## src/rtl/stack_ptr_ctr_pkg.sv

```systemverilog
// -----------------------------------------------------------------------------
// stack_ptr_ctr_pkg
//   Shared definitions for the data-memory stack pointer: the SP operation
//   encoding used between the priority decode and the next-value calculator,
//   the default SP width also used by the data-memory address mux, and a
//   helper that turns the raw command strobes into one operation code.
// -----------------------------------------------------------------------------
package stack_ptr_ctr_pkg;

   localparam int unsigned SP_WIDTH_DEFAULT = 10;

   typedef logic [1:0] sp_op_t;

   localparam sp_op_t OP_HOLD = 2'd0;
   localparam sp_op_t OP_PUSH = 2'd1;
   localparam sp_op_t OP_POP  = 2'd2;
   localparam sp_op_t OP_LOAD = 2'd3;

   // Load wins over push/pop; push and pop together cancel into a hold.
   function automatic sp_op_t decode_op(input logic ld_en, input logic push,
                                        input logic pop);
      sp_op_t op;
      op = OP_HOLD;
      if (ld_en)             op = OP_LOAD;
      else if (push && !pop) op = OP_PUSH;
      else if (pop && !push) op = OP_POP;
      return op;
   endfunction

endpackage

```

## src/rtl/stack_ptr_ctr_if.sv

```systemverilog
// -----------------------------------------------------------------------------
// stack_ptr_ctr_if
//   Command/status bundle of the stack pointer counter.
//   master drives: push, pop, ld_en, ld_val, wrap, err_clr
//   slave drives : sp, full, empty, ovf, unf (and hwm when STACK_PTR_HWM_EN)
//
//   Handshake: there is no valid/ready pair. Every command strobe is a level
//   sampled on each falling clk edge and is accepted unconditionally on that
//   edge (no backpressure); status outputs are stable between falling edges.
// -----------------------------------------------------------------------------
interface stack_ptr_ctr_if
   import stack_ptr_ctr_pkg::*;
#(
   parameter int unsigned WIDTH = SP_WIDTH_DEFAULT
);
   logic             push;
   logic             pop;
   logic             ld_en;
   logic [WIDTH-1:0] ld_val;
   logic             wrap;
   logic             err_clr;
   logic [WIDTH-1:0] sp;
   logic             full;
   logic             empty;
   logic             ovf;
   logic             unf;
`ifdef STACK_PTR_HWM_EN
   logic [WIDTH-1:0] hwm;
`endif

   modport master (
      output push, pop, ld_en, ld_val, wrap, err_clr,
`ifdef STACK_PTR_HWM_EN
      input  hwm,
`endif
      input  sp, full, empty, ovf, unf
   );

   modport slave (
      input  push, pop, ld_en, ld_val, wrap, err_clr,
`ifdef STACK_PTR_HWM_EN
      output hwm,
`endif
      output sp, full, empty, ovf, unf
   );

endinterface

```

## src/rtl/stack_ptr_ctr_sp_next_calc.sv

```systemverilog
// -----------------------------------------------------------------------------
// stack_ptr_ctr_sp_next_calc
//   Combinational next-SP calculator for a full-descending stack.
//   in : sp (current), op (OP_*), wrap (0 saturate / 1 wrap), ld_val
//   out: next_sp, ovf_set (push/load below BOTTOM), unf_set (pop/load above TOP)
//   All bound arithmetic is done in WIDTH+1 bits so a push below zero or a
//   pop past 2^WIDTH-1 is detected rather than silently wrapping.
// -----------------------------------------------------------------------------
module stack_ptr_ctr_sp_next_calc
   import stack_ptr_ctr_pkg::*;
#(
   parameter int unsigned      WIDTH  = SP_WIDTH_DEFAULT,
   parameter logic [WIDTH-1:0] TOP    = {WIDTH{1'b1}},
   parameter logic [WIDTH-1:0] BOTTOM = '0,
   parameter int unsigned      STEP   = 1
) (
   input  logic [WIDTH-1:0] sp,
   input  sp_op_t           op,
   input  logic             wrap,
   input  logic [WIDTH-1:0] ld_val,
   output logic [WIDTH-1:0] next_sp,
   output logic             ovf_set,
   output logic             unf_set
);

   localparam logic [WIDTH:0] TOP_X  = {1'b0, TOP};
   localparam logic [WIDTH:0] BOT_X  = {1'b0, BOTTOM};
   localparam logic [WIDTH:0] STEP_X = (WIDTH+1)'(STEP);
   localparam logic [WIDTH:0] ONE_X  = (WIDTH+1)'(1);

   logic [WIDTH:0] sp_x;
   logic [WIDTH:0] dec_x;
   logic [WIDTH:0] inc_x;
   logic [WIDTH:0] wrap_dn_x;
   logic [WIDTH:0] wrap_up_x;
   logic           push_past;
   logic           pop_past;

   assign sp_x  = {1'b0, sp};
   assign dec_x = sp_x - STEP_X;
   assign inc_x = sp_x + STEP_X;

   // Compare before subtracting so a borrow below zero cannot fool the check.
   assign push_past = (sp_x < (BOT_X + STEP_X));
   assign pop_past  = (inc_x > TOP_X);

   // TOP-(BOTTOM-(sp-STEP))+1 rearranged so no intermediate goes negative.
   assign wrap_dn_x = sp_x + TOP_X + ONE_X - BOT_X - STEP_X;
   // BOTTOM+((sp+STEP)-TOP)-1; inc_x > TOP here, so the difference is >= 0.
   assign wrap_up_x = inc_x - TOP_X - ONE_X + BOT_X;

   always_comb begin
      next_sp = sp;
      ovf_set = 1'b0;
      unf_set = 1'b0;
      case (op)
         OP_LOAD: begin
            if (ld_val < BOTTOM)   ovf_set = 1'b1;
            else if (ld_val > TOP) unf_set = 1'b1;
            else                   next_sp = ld_val;
         end
         OP_PUSH: begin
            if (push_past) begin
               ovf_set = 1'b1;
               next_sp = wrap ? wrap_dn_x[WIDTH-1:0] : BOTTOM;
            end else begin
               next_sp = dec_x[WIDTH-1:0];
            end
         end
         OP_POP: begin
            if (pop_past) begin
               unf_set = 1'b1;
               next_sp = wrap ? wrap_up_x[WIDTH-1:0] : TOP;
            end else begin
               next_sp = inc_x[WIDTH-1:0];
            end
         end
         default: next_sp = sp;
      endcase
   end

endmodule

```

## src/rtl/stack_ptr_ctr.sv

```systemverilog
// -----------------------------------------------------------------------------
// stack_ptr_ctr
//   Stack-pointer counter for the data-memory side of the MIPS core
//   (full-descending: push decrements, pop increments). State changes on the
//   FALLING clk edge to line up with data-memory timing.
//   clk, rst : clock and synchronous active-high reset (sampled on falling edge)
//   bus      : stack_ptr_ctr_if.slave - commands in, sp/full/empty/ovf/unf out
//   Optional : define STACK_PTR_HWM_EN to add bus.hwm, the lowest SP reached
//              since reset or the last err_clr (i.e. the maximum stack depth).
// -----------------------------------------------------------------------------
module stack_ptr_ctr
   import stack_ptr_ctr_pkg::*;
#(
   parameter int unsigned      WIDTH  = SP_WIDTH_DEFAULT,
   parameter logic [WIDTH-1:0] TOP    = {WIDTH{1'b1}},
   parameter logic [WIDTH-1:0] BOTTOM = '0,
   parameter int unsigned      STEP   = 1
) (
   input logic            clk,
   input logic            rst,
   stack_ptr_ctr_if.slave bus
);

   sp_op_t           op;
   logic [WIDTH-1:0] sp_q, sp_d;
   logic             ovf_q, ovf_d;
   logic             unf_q, unf_d;
   logic             ovf_set;
   logic             unf_set;

   assign op = decode_op(bus.ld_en, bus.push, bus.pop);

   stack_ptr_ctr_sp_next_calc #(
      .WIDTH  (WIDTH),
      .TOP    (TOP),
      .BOTTOM (BOTTOM),
      .STEP   (STEP)
   ) u_next (
      .sp      (sp_q),
      .op      (op),
      .wrap    (bus.wrap),
      .ld_val  (bus.ld_val),
      .next_sp (sp_d),
      .ovf_set (ovf_set),
      .unf_set (unf_set)
   );

   // A new error on the same edge as err_clr keeps its flag set.
   always_comb begin
      ovf_d = ovf_set | (ovf_q & ~bus.err_clr);
      unf_d = unf_set | (unf_q & ~bus.err_clr);
   end

   always_ff @(negedge clk) begin
      if (rst) begin
         sp_q  <= TOP;
         ovf_q <= 1'b0;
         unf_q <= 1'b0;
      end else begin
         sp_q  <= sp_d;
         ovf_q <= ovf_d;
         unf_q <= unf_d;
      end
   end

   assign bus.sp    = sp_q;
   assign bus.full  = (sp_q == BOTTOM);
   assign bus.empty = (sp_q == TOP);
   assign bus.ovf   = ovf_q;
   assign bus.unf   = unf_q;

`ifdef STACK_PTR_HWM_EN
   logic [WIDTH-1:0] hwm_q, hwm_d;
   logic [WIDTH-1:0] hwm_base;

   // err_clr restarts tracking from the current SP; the new SP (after a push,
   // pop or load) then replaces it if it is lower.
   always_comb begin
      hwm_base = bus.err_clr ? sp_q : hwm_q;
      hwm_d    = (sp_d < hwm_base) ? sp_d : hwm_base;
   end

   always_ff @(negedge clk) begin
      if (rst) hwm_q <= TOP;
      else     hwm_q <= hwm_d;
   end

   assign bus.hwm = hwm_q;
`endif

endmodule

```

## src/flat_wrapper.sv

```systemverilog
// flat-port wrapper written by rule: the top's interface ports become plain ports
module stack_ptr_ctr_flat import stack_ptr_ctr_pkg::*;
#(
   parameter int unsigned      WIDTH  = SP_WIDTH_DEFAULT,
   parameter logic [WIDTH-1:0] TOP    = {WIDTH{1'b1}},
   parameter logic [WIDTH-1:0] BOTTOM = '0,
   parameter int unsigned      STEP   = 1
)
  (clk, rst, bus_push, bus_pop, bus_ld_en, bus_ld_val, bus_wrap, bus_err_clr, bus_sp, bus_full, bus_empty, bus_ovf, bus_unf);
  stack_ptr_ctr_if #(.WIDTH(WIDTH)) bus_i ();
  input logic clk;
  input logic rst;
  input wire logic [$bits(bus_i.push)-1:0] bus_push;
  input wire logic [$bits(bus_i.pop)-1:0] bus_pop;
  input wire logic [$bits(bus_i.ld_en)-1:0] bus_ld_en;
  input wire logic [$bits(bus_i.ld_val)-1:0] bus_ld_val;
  input wire logic [$bits(bus_i.wrap)-1:0] bus_wrap;
  input wire logic [$bits(bus_i.err_clr)-1:0] bus_err_clr;
  output wire logic [$bits(bus_i.sp)-1:0] bus_sp;
  output wire logic [$bits(bus_i.full)-1:0] bus_full;
  output wire logic [$bits(bus_i.empty)-1:0] bus_empty;
  output wire logic [$bits(bus_i.ovf)-1:0] bus_ovf;
  output wire logic [$bits(bus_i.unf)-1:0] bus_unf;
  assign bus_i.push = bus_push;
  assign bus_i.pop = bus_pop;
  assign bus_i.ld_en = bus_ld_en;
  assign bus_i.ld_val = bus_ld_val;
  assign bus_i.wrap = bus_wrap;
  assign bus_i.err_clr = bus_err_clr;
  assign bus_sp = bus_i.sp;
  assign bus_full = bus_i.full;
  assign bus_empty = bus_i.empty;
  assign bus_ovf = bus_i.ovf;
  assign bus_unf = bus_i.unf;
  stack_ptr_ctr #(.WIDTH(WIDTH), .TOP(TOP), .BOTTOM(BOTTOM), .STEP(STEP)) u_core (.clk(clk), .rst(rst), .bus(bus_i));
endmodule
```

## config.mk

```make
export PLATFORM = sky130hd
export DESIGN_NAME = stack_ptr_ctr_flat
export DESIGN_NICKNAME = d
export VERILOG_FILES = /design/src/rtl/stack_ptr_ctr_pkg.sv /design/src/rtl/stack_ptr_ctr_if.sv /design/src/rtl/stack_ptr_ctr_sp_next_calc.sv /design/src/rtl/stack_ptr_ctr.sv /design/src/flat_wrapper.sv
export SDC_FILE = /design/constraint.sdc
export NUM_CORES = 1
export LEC_CHECK = 0
export ABC_AREA = 1
export CORE_AREA = 5 5 70 72
export CTS_BUF_LIST = sky130_fd_sc_hd__clkbuf_8
export DETAILED_ROUTE_END_ITERATION = 8
export DIE_AREA = 0 0 75 77
export MAX_ROUTING_LAYER = met4
export SETUP_SLACK_MARGIN = 0.02
export SYNTH_ARGS = -nofsm -noshare
export SYNTH_HDL_FRONTEND = slang
export SYNTH_SLANG_ARGS = --single-unit
```

## constraint.sdc

```tcl
create_clock -name clk -period 2.25 [get_ports clk]
set_clock_uncertainty 0.1 [all_clocks]
set_input_delay 0.5625 -clock clk [delete_from_list [all_inputs] [get_ports clk]]
set_output_delay 0.5625 -clock clk [all_outputs]
set_load 0.02 [all_outputs]
```

# Yosys cells after proc, flatten, opt, wreduce, memory -nomap -nowiden
# Cells that the tools add are included.
[op_classes] eq_ne=6 n_reduce_logical=7 magnitude_cmp=4 n_bitwise=5 n_mux=17 addsub=7
[ops] cell="10-bit 2-to-1 mux" n=6
[ops] cell="10-bit case mux with 3 select lines" n=1
[ops] cell="10-bit by 1-bit subtractor with 10-bit output (second input constant)" n=3
[ops] cell="10-bit by 1-bit < comparator with 1-bit output (second input constant)" n=2
[ops] cell="10-bit by 1-bit adder with 11-bit output (second input constant)" n=1
[ops] cell="11-bit by 10-bit > comparator with 1-bit output (second input constant)" n=1
[ops] cell="10-bit by 1-bit adder with 10-bit output (second input constant)" n=1
[ops] cell="10-bit adder (second input constant)" n=1
[ops] cell="10-bit equality test (second input constant)" n=1
[ops] cell="10-bit > comparator (second input constant)" n=1
[ops] cell="10-bit logical NOT" n=1
[ops] cell="10-bit subtractor (second input constant)" n=1
[ops] cell="2-bit 2-to-1 mux" n=3
[ops] cell="1-bit 2-to-1 mux" n=5
[ops] cell="2-bit equality test (second input constant)" n=2
[ops] cell="2-bit != test (second input constant)" n=2
[ops] cell="1-bit case mux with 2 select lines" n=2
[ops] cell="3-bit AND reduction" n=1
[ops] cell="3-bit nonzero test" n=1
[ops] cell="1-bit bitwise AND" n=2
[ops] cell="2-bit by 1-bit equality test with 1-bit output (second input constant)" n=1
[ops] cell="1-bit logical AND" n=2
[ops] cell="1-bit logical NOT" n=2
[ops] cell="1-bit bitwise OR" n=2
[ops] cell="1-bit inverter" n=1
[word_totals] ff_bits=12 output_inout_bits=14

# Logic depth before layout (Yosys ltp)
[depth] word_depth=8 mapped_depth=16 ltp_nobuf=15

# Hierarchy
# Synthesis repeated with hierarchy kept, for this count alone.
[unflattened] hier_cells=237 area_unflattened_um2=1375.1
[by_module_without_submodules] module="stack_ptr_ctr_sp_next_calc" instances=1 cells_per_inst=187 area_per_inst_um2=952.2
[by_module_without_submodules] module="stack_ptr_ctr" instances=1 cells_per_inst=50 area_per_inst_um2=422.9

==> results.ini <==
[timing]
finalHoldViolCount = 0
rsz0062_at_grt = yes
setup_slack_ns = -0.8789
finalSetupViolCount = 26
report.final.slew_viol_count = 0
slew_headroom_pct = 70.74
worstMarginPinSlew_ns = 0.4356
hold_ws_ns = 0.3814

[layout]
nets = 355
instances_no_fill = 380
drive_gt1_share_pct = 44.51
area_delta_synth_final_pct = 96.10
fillers = 377
diodes = 0

[pwr]
power_frac_seq_pct = 20.9
internal_power_mw = 0.7521
ir_drop_mv = 0.2393
powerDensity_nw_per_um2 = 502.2
switching_share_pct = 41.93
p_leak_nw = 1.296
clkPwrFrac_pct = 21.9
pwr-share-comb_pct = 57.2
switchingPower_mw = 0.5430

[worst_setup_path]
required_ns = 1.59
worstSetupStartpointType = flip-flop
arrival_ns = 2.47
cp_max_fo = 4
r2r_start = u_core.bus.sp[2]
reg2regPathDepth = 16
crit_path_end_kind = output pin
rr_endpoint = u_core.bus.sp[4]
crit_type = flip-flop to output pin
reg2reg_slack_ns = 0.02

[hold_path]
hp-class = flip-flop to flip-flop
worstHoldStart = u_core.bus.unf
hold_end = u_core.bus.unf
hold_depth = 2

[yosys]
seq_area_frac_synth_pct = 18.27
synth.net_count = 263
yosysUniqueCellTypes = 24
netlist_area_sq_um = 1315
synth-async-reset-ratio_pct = 0
synth_flop_cell = dfxtp_1
synth_most_common_cell = nand2_1
synth-edff-count = 0
avgSynthCellArea_sq_um = 5.525
synth_common_cells = 79 x nand2_1, 34 x inv_1, 34 x nor2_1, 17 x a21oi_1
yosysWarnings = 0
yosysTopAreaCell = nand2_1
synthTopCellsByArea = nand2_1 23%, dfxtp_1 18%, inv_1 9.7%, nor2_1 9.7%, ha_1 7.6%
synth_cells = 238
ys_ff_latch = 12
synth_top_area_share_pct = 22.55

[clocking]
root_buffer = clkbuf_8
numClockSinks = 12
cts_buffer_depth = 2
postCtsHoldBufs = 0
clk_pin_slew_ns = 0.03
cts-buffers-inserted = 3
clk_latency_ns = 0.31
h-tree-depth = 1
cts_tree = built

[detailed_routing]
wl_um = 4596
ant_nets = 0
avgRoutedWirePerCell_um = 12.09
viasPerCell = 4.716
num_vias = 1792
first_pass_iters = 4
drc = 0
drtIter0Drc = 74

[floorplan]
floorplan.rows = 24
die_w_um = 75
design.core.area_sq_um = 4234
die_area_sq_um = 5775
initial_utilization_pct = 31.06
ios = 31
die_h_um = 77

[global_route]
track_usage_pct = 16.93
first_global_vias = 1757
grt_pass1_wl_um = 7617
antenna_found_initial = 0
grt_start_max_net_pins = 11
overflow = 0

[status]
violations = negative setup slack
outcome = finished with violations

[flow_run]
maxCapViolCount = 0

[place]
place_congestion = 0.8750
dp.cells = 345
port-buffer-count = 30
hpwl_um = 3191
dp_slack_ns = -1.357

## how the worst max path moves through the flow
stage,to,cells past startpoint,startpoint
after floorplan,u_core.bus.sp[9],10,bus_pop
after global placement,u_core.bus.sp[0],13,bus_pop
after detailed placement,u_core.bus.sp[0],13,bus_pop
after CTS,bus_full,6,u_core.bus.sp[4]
after global routing,bus_full,4,u_core.bus.sp[2]
final,bus_full,4,u_core.bus.sp[3]
## layer usage
layer  vias up  global-route usage (%)  wire [um]
met5         -                       -          0
met4         0                   6.762         74
met3         8                   2.876        246
met2        56                   27.53       2333
met1       818                   20.31       1942
li1        910                       -          -
## cells by family (layout without fill, tap and decap cells)
kind of cell    after synthesis  in the layout  synth area share [%]
compound gates               27             27                 10.47
xor+xnor                      9              9                 5.995
fa+ha+maj                     8              8                 7.612
buf+inv                      43            133                 13.42
flops                        12             12                 18.27
simple gates                139            139                 44.24
## critical path: stages, from the launching register on
cell and delay, ns:
dfxtp_4 0.35, or2_4 0.24, nand3b_1 0.21, nor2_4 0.11
buf_6 0.12
## registers in the layout (all words and copies together), names as in the netlist
register / count
u_core.bus.sp: 10
u_core.bus.ovf: 1
u_core.bus.unf: 1
## metrics by stage
stage               cell area (sq um)  power, mW  utilization [%]  TNS [ns]
CTS                              2411      1.250            56.94    -11.56
finish                           2579      1.295            60.90    -11.16
global route                     2579      1.416            60.90    -12.25
global placement                 1962     0.8466            46.34    -24.23
detailed placement               1962     0.8502            46.34    -24.52
floorplan                        1406     0.6354                -    -7.987
## cell type report
class / count / area [sq um] / area share (%)
sequential: 12 / 269.0 / 10.43
multi-input combinational: 183 / 1177 / 45.66
clock buffer: 3 / 41.29 / 1.601
timing repair buffer: 85 / 834.6 / 32.36
inverter: 33 / 146.4 / 5.677
tap: 52 / 65.06 / 2.523
clock inverter: 12 / 45.04 / 1.747
## timing repair
| action | CTS | global route |
|---|---|---|
| resized for setup | 170 | 40 |
| setup endpoints to repair | 26 | 26 |
| pin swaps | 33 | 33 |
| setup buffers | 18 | 6 |
| gates cloned | 1 | 0 |
## power groups by stage
stage	clock network (mW)	registers [mW]	logic, mW
after floorplan	0.0354	0.296	0.304
after global placement	0.0354	0.265	0.546
after detailed placement	0.0354	0.266	0.549
after CTS	0.300	0.268	0.682
after global routing	0.333	0.274	0.808
final	0.284	0.270	0.741
## cells in the final DEF, fill, tap and decap left out, types with 2 or more instances in the layout
master	count
inv_6	2
buf_4	32
dfxtp_2	5
ha_4	6
buf_6	36
a21oi_1	10
inv_2	7
ha_1	2
nand2_2	4
xor2_1	7
nor3_1	2
nor2_1	17
inv_1	35
xnor2_1	2
nand3_2	2
dfxtp_4	6
a21oi_2	6
nand3_4	2
nand3_1	9
nor2_4	9
clkdlybuf4s50_1	12
o21ai_2	3
o21ai_0	4
nor2_2	11
clkbuf_8	3
nand2_1	74
o21ai_1	2
nand2_4	3
buf_8	3
No activity file was read; power rests on OpenSTA's default activity.
